<file path="src/rtl/arb_pkg.sv">
// Shared types and helpers for the four-master round-robin bus arbiter.
package arb_pkg;
   localparam int NUM_REQ = 4;
   localparam int SEL_W   = 2;

   typedef enum logic {IDLE, BUSY} arb_state_t;

   // First set request scanning ptr, ptr+1, ... with 2-bit wrap; offset 0 wins.
   function automatic logic [SEL_W-1:0] rr_pick(input logic [NUM_REQ-1:0] req,
                                                input logic [SEL_W-1:0]   ptr);
      logic [SEL_W-1:0] idx;
      rr_pick = ptr;
      for (int i = NUM_REQ-1; i >= 0; i--) begin
         idx = ptr + SEL_W'(i);
         if (req[idx]) rr_pick = idx;
      end
   endfunction
endpackage

</file>
<file path="src/rtl/bus_arbiter_decoder.sv">
// 2-to-4 one-hot decoder driving the arbiter's grant vector.
module Decoder
   import arb_pkg::*;
(
   input  logic [SEL_W-1:0]   i_sel,
   output logic [NUM_REQ-1:0] o_dec
);
   always_comb begin
      o_dec        = '0;
      o_dec[i_sel] = 1'b1;
   end
endmodule

</file>
<file path="src/rtl/bus_arbiter.sv">
// Four-requester round-robin arbiter with hold limit and one-cycle turnaround
// between owners; all outputs come from registers.
module bus_arbiter
   import arb_pkg::*;
#(
   parameter int MAX_HOLD = 8
)(
   input  logic               i_clk,
   input  logic               i_rst_n,
   input  logic [NUM_REQ-1:0] i_req,
   input  logic               i_done,
   output logic               o_grant_valid,
   output logic [SEL_W-1:0]   o_grant_sel,
   output logic [NUM_REQ-1:0] o_grant,
   output logic               o_timeout
);
   localparam int CNT_W = (MAX_HOLD < 1) ? 1 : $clog2(MAX_HOLD + 1);
   // With no hold limit the counter just parks at 1.
   localparam logic [CNT_W-1:0] CNT_SAT = (MAX_HOLD == 0) ? CNT_W'(1) : CNT_W'(MAX_HOLD);

   arb_state_t         r_state;
   logic [SEL_W-1:0]   r_ptr;
   logic [SEL_W-1:0]   r_sel;
   logic [CNT_W-1:0]   r_cnt;
   logic               r_timeout;
   logic               w_forced;
   logic               w_release;
   logic [NUM_REQ-1:0] w_dec;

   assign w_forced  = (MAX_HOLD != 0) && (r_cnt == CNT_SAT) && !i_done && i_req[r_sel];
   assign w_release = i_done || !i_req[r_sel] || w_forced;

   always_ff @(posedge i_clk or negedge i_rst_n) begin
      if (!i_rst_n) begin
         r_state   <= IDLE;
         r_ptr     <= '0;
         r_sel     <= '0;
         r_cnt     <= '0;
         r_timeout <= 1'b0;
      end else begin
         case (r_state)
            IDLE: begin
               r_timeout <= 1'b0;
               if (|i_req) begin
                  r_sel   <= rr_pick(i_req, r_ptr);
                  r_cnt   <= CNT_W'(1);
                  r_state <= BUSY;
               end
            end
            BUSY: begin
               if (w_release) begin
                  r_state   <= IDLE;
                  r_ptr     <= r_sel + SEL_W'(1);
                  r_cnt     <= '0;
                  r_timeout <= w_forced;
               end else begin
                  r_timeout <= 1'b0;
                  if (r_cnt != CNT_SAT) r_cnt <= r_cnt + CNT_W'(1);
               end
            end
         endcase
      end
   end

   Decoder u_dec (
      .i_sel (r_sel),
      .o_dec (w_dec)
   );

   assign o_grant_valid = (r_state == BUSY);
   assign o_grant_sel   = r_sel;
   assign o_grant       = w_dec & {NUM_REQ{o_grant_valid}};
   assign o_timeout     = r_timeout;
endmodule

</file>
<file path="config.mk">
export PLATFORM = sky130hd
export DESIGN_NAME = bus_arbiter
export DESIGN_NICKNAME = d
export VERILOG_FILES = /design/src/rtl/arb_pkg.sv /design/src/rtl/bus_arbiter_decoder.sv /design/src/rtl/bus_arbiter.sv
export SDC_FILE = /design/constraint.sdc
export NUM_CORES = 1
export LEC_CHECK = 0
export ABC_AREA = 1
export BUFFER_PORTS_ARGS = -buffer_cell sky130_fd_sc_hd__buf_4
export CORE_MARGIN = 8
export CORE_UTILIZATION = 46
export CTS_CLUSTER_DIAMETER = 50
export DETAILED_ROUTE_END_ITERATION = 10
export PLACE_DENSITY = 0.69
export SLEW_MARGIN = 15
export SYNTH_ARGS = -nofsm -noshare
export SYNTH_HDL_FRONTEND = slang
export SYNTH_HIERARCHICAL = 1
export SYNTH_SLANG_ARGS = --single-unit
</file>
<file path="constraint.sdc">
create_clock -name i_clk -period 1.5 [get_ports i_clk]
set_input_delay 0.3 -clock i_clk [delete_from_list [all_inputs] [get_ports i_clk]]
set_output_delay 0.3 -clock i_clk [all_outputs]
set_load 0.02 [all_outputs]
</file>
==> Word level (Yosys, flattened, before mapping) <==
Cells that the tools add are included.
{ "classes": {"magnitude_cmp": 6, "bitwise_logic": 2, "mux": 25, "n_shift": 0, "n_reduce_logical": 11, "n_mul": 0, "div_mod_pow": 0, "add_sub_neg": 5, "eq_ne": 4} }
{ "ops": {"columns": ["operator", "n"], "rows": [
  ["$lt 2x3->1 const B", 5],
  ["$mux 4", 3],
  ["$bmux 1 s2", 5],
  ["$mux 1", 9],
  ["$mux 2", 4],
  ["$pmux 4 s2", 1],
  ["$reduce_and 2->1", 3],
  ["$add 2x1->2 const B", 2],
  ["$add 2x2->2 const B", 2],
  ["$add 4x1->4 const B", 1],
  ["$and 4x4->4", 1],
  ["$eq 4x4->1 const B", 1],
  ["$ne 4x4->1 const B", 1],
  ["$pmux 1 s2", 2],
  ["$reduce_or 4->1", 1],
  ["$logic_and 1x1->1", 3],
  ["$ne 3x1->1 const B", 1],
  ["$demux 1 s2", 1],
  ["$ge 2x1->1 const B", 1],
  ["$logic_not 1->1", 2],
  ["$logic_or 1x1->1", 2],
  ["$ne 2x2->1 const B", 1],
  ["$not 1->1", 1]
]} }
{ "word_totals": {"n_memories": 0, "reg_bits": 10, "input_bits": 7, "wordCells": 58, "mem_bits_rw": 0, "latch_bits": 0, "romBits": 0} }

==> Depth between registers and ports, before layout <==
{ "logic_depth": {"ltp_word": 7, "mapped_depth": 12} }

==> By module <==
Netlist, hierarchy kept.
{ "by_module_without_submodules": {"columns": ["mod", "instances", "seq_area_each_um2", "cells_per_inst", "area_per_inst_um2"], "rows": [
  ["bus_arbiter", 1, 250.2, 112, 718.2],
  ["Decoder", 1, 0.0, 7, 26.3]
]} }

==> Worst setup path before layout <==
OpenSTA, ideal clock, no wires.
{ "synth_path": {"kind": "register to register", "from": "reg r_sel[0] (netlist: o_grant_sel[0])", "to": "reg r_cnt[0]", "synth_period_minus_slack_ps": 1288, "stages_incl_launch_ff": 7, "setup_slack_ps": 212, "n_path_buf": 0, "arrival_ps": 1224, "setup_ps": 64, "required_time_ps": 1436, "path_cell_list": "dfrtp_1 > a21oi_1 > o21ai_0 > nand2_1 > nand3_1 > o21ai_0 > o21a_1"} }
{ "synth_between": {"elab_chain_cells": 7, "word_cells_on_any_way": 10, "classes_between": "eq/ne (1); mux (4); reduce/logical (5)"} }
{ "synth_lines": {"columns": ["item", "line_no", "text"], "rows": [
  ["start, declared", "bus_arbiter.sv:23", "logic [SEL_W-1:0] r_sel;"],
  ["start signal, assigned", "bus_arbiter.sv:45", "r_sel <= rr_pick(i_req, r_ptr);"],
  ["$bmux 1 s2 (*)", "bus_arbiter.sv:30, bus_arbiter.sv:31", null],
  ["$mux 1 (implied by the code) (*)", "bus_arbiter.sv:30, bus_arbiter.sv:31", null],
  ["$logic_not 1->1", "bus_arbiter.sv:31", "assign w_release = i_done || !i_req[r_sel] || w_forced;"],
  ["$logic_or 1x1->1", "bus_arbiter.sv:31", null],
  ["$logic_or 1x1->1 (*)", "bus_arbiter.sv:31", null],
  ["$mux 4 / $ne 3x1->1 (equally long branches)", null, null],
  ["$pmux 4 s2 / $reduce_and 2->1 (equally long branches)", null, null],
  ["end signal, assigned", "bus_arbiter.sv:58", "if (r_cnt != CNT_SAT) r_cnt <= r_cnt + CNT_W'(1);"],
  ["end, declared", "bus_arbiter.sv:24", "logic [CNT_W-1:0] r_cnt;"]
]} }
Mark *: on every way between the ends. The rest lies on a longest branch, timed or not. The select of a mux whose other input is x is not followed.
A chain may end at the register's enable or synchronous reset.

==> Worst setup path in the final report <==
{ "layout_path": {"from": "reg r_sel[0] (netlist: o_grant_sel[0])", "to": "out o_grant[1]"} }
{ "layout_between": {"elab_chain_cells": 5, "word_cells_on_any_way": 6, "classes_between": "order compare (2); mux (2); bitwise (1); reduce/logical (1)"} }
{ "layout_lines": {"columns": ["item", "line_no", "text"], "rows": [
  ["$lt 2x3->1 (implied by the code) / $ge 2x1->1 (equally long branches)", "bus_arbiter_decoder.sv:10", "o_dec[i_sel] = 1'b1;"],
  ["$logic_and 1x1->1 (implied by the code)", "bus_arbiter_decoder.sv:10", null],
  ["$mux 1 (implied by the code)", "bus_arbiter_decoder.sv:10", null],
  ["$demux 1 s2 (*)", null, null],
  ["net w_dec[1]", "bus_arbiter.sv:28", "logic [NUM_REQ-1:0] w_dec;"],
  ["$and 4x4->4 (*)", "bus_arbiter.sv:72", "assign o_grant = w_dec & {NUM_REQ{o_grant_valid}};"],
  ["end, declared", "bus_arbiter.sv:14", "output logic [NUM_REQ-1:0] o_grant,"]
]} }
The timed path passes the listed nets; every way through them passes the cells marked *.

==> results.toml <==
[global_routing]
grt_overflow = 0
grtUsageTotal_pct = 10.95
grt_pass1_vias = 737
antenna_found_initial = 0
grt_max_degree = 13
grt_first_pass_wirelength_microns = 3015

[place]
place.gp.congestion = 0.7997
placement.io_buffers = 14
post-place-ws_ns = 0.01347
placed_area_sq_um = 854.6
dpl.hpwl_microns = 1365

[logic_synthesis]
muxShareOfSynthArea_pct = 0
synth-xor-area-share_pct = 3.529
syn_area_per_cell_sq_um = 6.256
synth.top_cells.by_area = "dfrtp_1, nand2_1, inv_1"
synthCells = 119
synth_warnings = 6
yosysUniqueCellTypes = 20
ys_seq_area_share_pct = 33.61
syn-num-nets = 128
netlist_area_sq_um = 744.5
synth_fa_ha_area_share_pct = 3.361
yosys.area.top_type_share_pct = 33.61
synth_top_cell_by_area = "dfrtp_1"
synth-simple-area-share_pct = 34.79
synth_top_family_by_area = "simple AND/OR/NAND/NOR gates"
ys_ff_latch = 10
synth_compound_area_share_pct = 10.59

[route]
drc = 0
ant_nets = 0
drt-initial-drc-count = 8
wl_microns = 1771
drt-vias-per-instance = 4.898
wl_per_cell_microns = 11.28
vias = 769
dr.pass1.iters = 5

[critical_path]
r2r_start = "o_grant_sel[0]"
critPathArrivalTime_ns = 1.08
rrSetupSlack_ns = 0.14
end_kind = "output port"
worstSetupPathType = "flop to output port"
cp-startpoint = "o_grant_sel[0]"
crit_fanout = 9
crit_path_start_kind = "flop"
r2r_end = "r_ptr[0]"
cp.required_ns = 1.20
reg2regPathDepth = 7
setup.worst_path.end = "o_grant[1]"

[timing]
slew_viol_final = 0
relSlewSlack_pct = 80.80
setup_viol = 0
tightest_slew_ns = 0.2880
hold_viol = 0
setup_slack_ns = 0.1156
fin_skew_ns = 0.0004908
fin_setup_tns_ns = 0
max_freq_mhz = 722.3
grt_setup_unrepaired = "no"
period_share_pct = 92.29
post-route-min-period_ns = 1.384

[floorplan]
die_area_sq_mm = 0.003162
initial_core_util_pct = 49.42
die_y_microns = 56.23
num_rows = 14
ioPinCount = 15
core-area_sq_mm = 0.001506
fp.dieW_microns = 56.23

[cts]
clock_path_buffers = 2
clk-insertion-delay-late_ns = 0.26
cts_buffers = 3
cts_tree = "done"
path_clk_slew_ns = 0.07
htreeDepth = 1
clock-sinks = 10
cts_root_buf = "clkbuf_4"

[cells_and_area]
nNetsFinal = 151
areaGrowthSynthToFinish_pct = 26.39
final_area_sq_um = 940.9
nFillCells = 159
layout-drive-gt1-share_pct = 20.57
antenna_cells = 0

[min_path]
hp-class = "input port to flop"

[pwr]
peakVddDrop_mv = 0.9855
pwr_density_cell_mw_per_mm2 = 2082
leakagePower_uw = 0.0005575

[flow_run]
drv_cap = 0

[status]
status = "finished, final reports clean"
[worst max-delay path: stages, from the launching register on]
cell and delay (ns):
dfrtp_2 0.44, inv_1 0.06, nor2_1 0.09, nand2_1 0.05, inv_1 0.06, buf_4 0.13
[cells in the mapped netlist]
cell type	count
nand2_1	45
inv_1	23
dfrtp_1	10
nand3_1	10
nor2_1	6
o21ai_0	6
a21oi_1	2
ha_1	2
nand4_1	2
o22ai_1	2
xnor2_1	2
a31oi_1	1
buf_6	1
clkbuf_1	1
inv_2	1
nor3_1	1
o211ai_1	1
o21a_1	1
o21ai_1	1
xor2_1	1
[through the flow]
step | hold WS, ns | cells | power (uW) | util [%]
floorplan | 0.004409 | 119 | 1330 | -
global placement | 0.1351 | 147 | 1592 | 56.73
CTS | 0.3016 | 152 | 1865 | 59.88
finish | 0.3150 | 157 | 1959 | 62.46
detailed placement | 0.1375 | 147 | 1613 | 56.73
global route | 0.3217 | 157 | 2176 | 62.46
[routing by layer]
layer  vias up  track usage, %  wire (microns)
met2         8           20.44             980
met4         0           4.124              16
li1        410               -               -
met3         4           1.370              27
met5         -               0               0
met1       347           12.00             747
[layout by cell type (no fill, tap or decap), drive strengths merged]
cell,Yosys,layout
a21oi,2,2
a31oi,1,1
buf,1,18
clkbuf,1,5
dfrtp,10,10
dlygate4sd3,0,1
ha,2,2
inv,24,24
nand2,45,45
nand3,10,10
nand4,2,2
nor2,6,6
nor3,1,1
o211ai,1,1
o21a,1,1
o21ai,7,7
o22ai,2,2
xnor2,2,2
xor2,1,1
[timing repair]
action                     in CTS  in global routing
setup buffers                   0                  5
setup endpoints to repair       2                  6
resized for setup               2                  6
hold buffers                    1                  0
hold endpoints to repair       10                  0
[worst min path at each step]
stage / slack (ns) / to / depth (start not counted) / startpoint
3_5_place_dp: 0.14 / r_cnt[0] / 1 / i_rst_n
3_3_place_gp: 0.14 / r_cnt[0] / 1 / i_rst_n
5_1_grt: 0.32 / o_timeout / 4 / i_done
4_1_cts: 0.30 / o_timeout / 4 / i_done
6_report: 0.32 / o_timeout / 4 / i_done
2_1_floorplan: 0.004 / o_grant_sel[0] / 0 / i_rst_n
[layout make-up]
type | instances | area (sq um) | share of cell area (%)
multi-input combinational | 83 | 389.1 | 41.36
sequential | 10 | 255.2 | 27.13
inverter | 24 | 90.09 | 9.574
timing repair buffer | 20 | 150.1 | 15.96
tap | 16 | 20.02 | 2.128
clock buffer | 4 | 36.28 | 3.856
[power by group]
part | internal [uW] | switching (uW)
clock | 147 | 91.2
combinational | 495 | 689
sequential | 375 | 161
[state kept, by name, indices dropped and copies added (netlist names)]
signal,cells
o_grant_sel,2
o_grant_valid,1
o_timeout,1
r_cnt,4
r_ptr,2
[cell families (layout without fill, tap and decap cells)]
family,count (synthesis),in the layout
AO/OA/AOI/OAI,14,14
XOR/XNOR,3,3
adder cells (fa/ha/maj),2,2
buffers and inverters,26,48
flip-flops,10,10
AND/OR/NAND/NOR,64,64
Note: power is estimated with default switching activity, not from simulation.
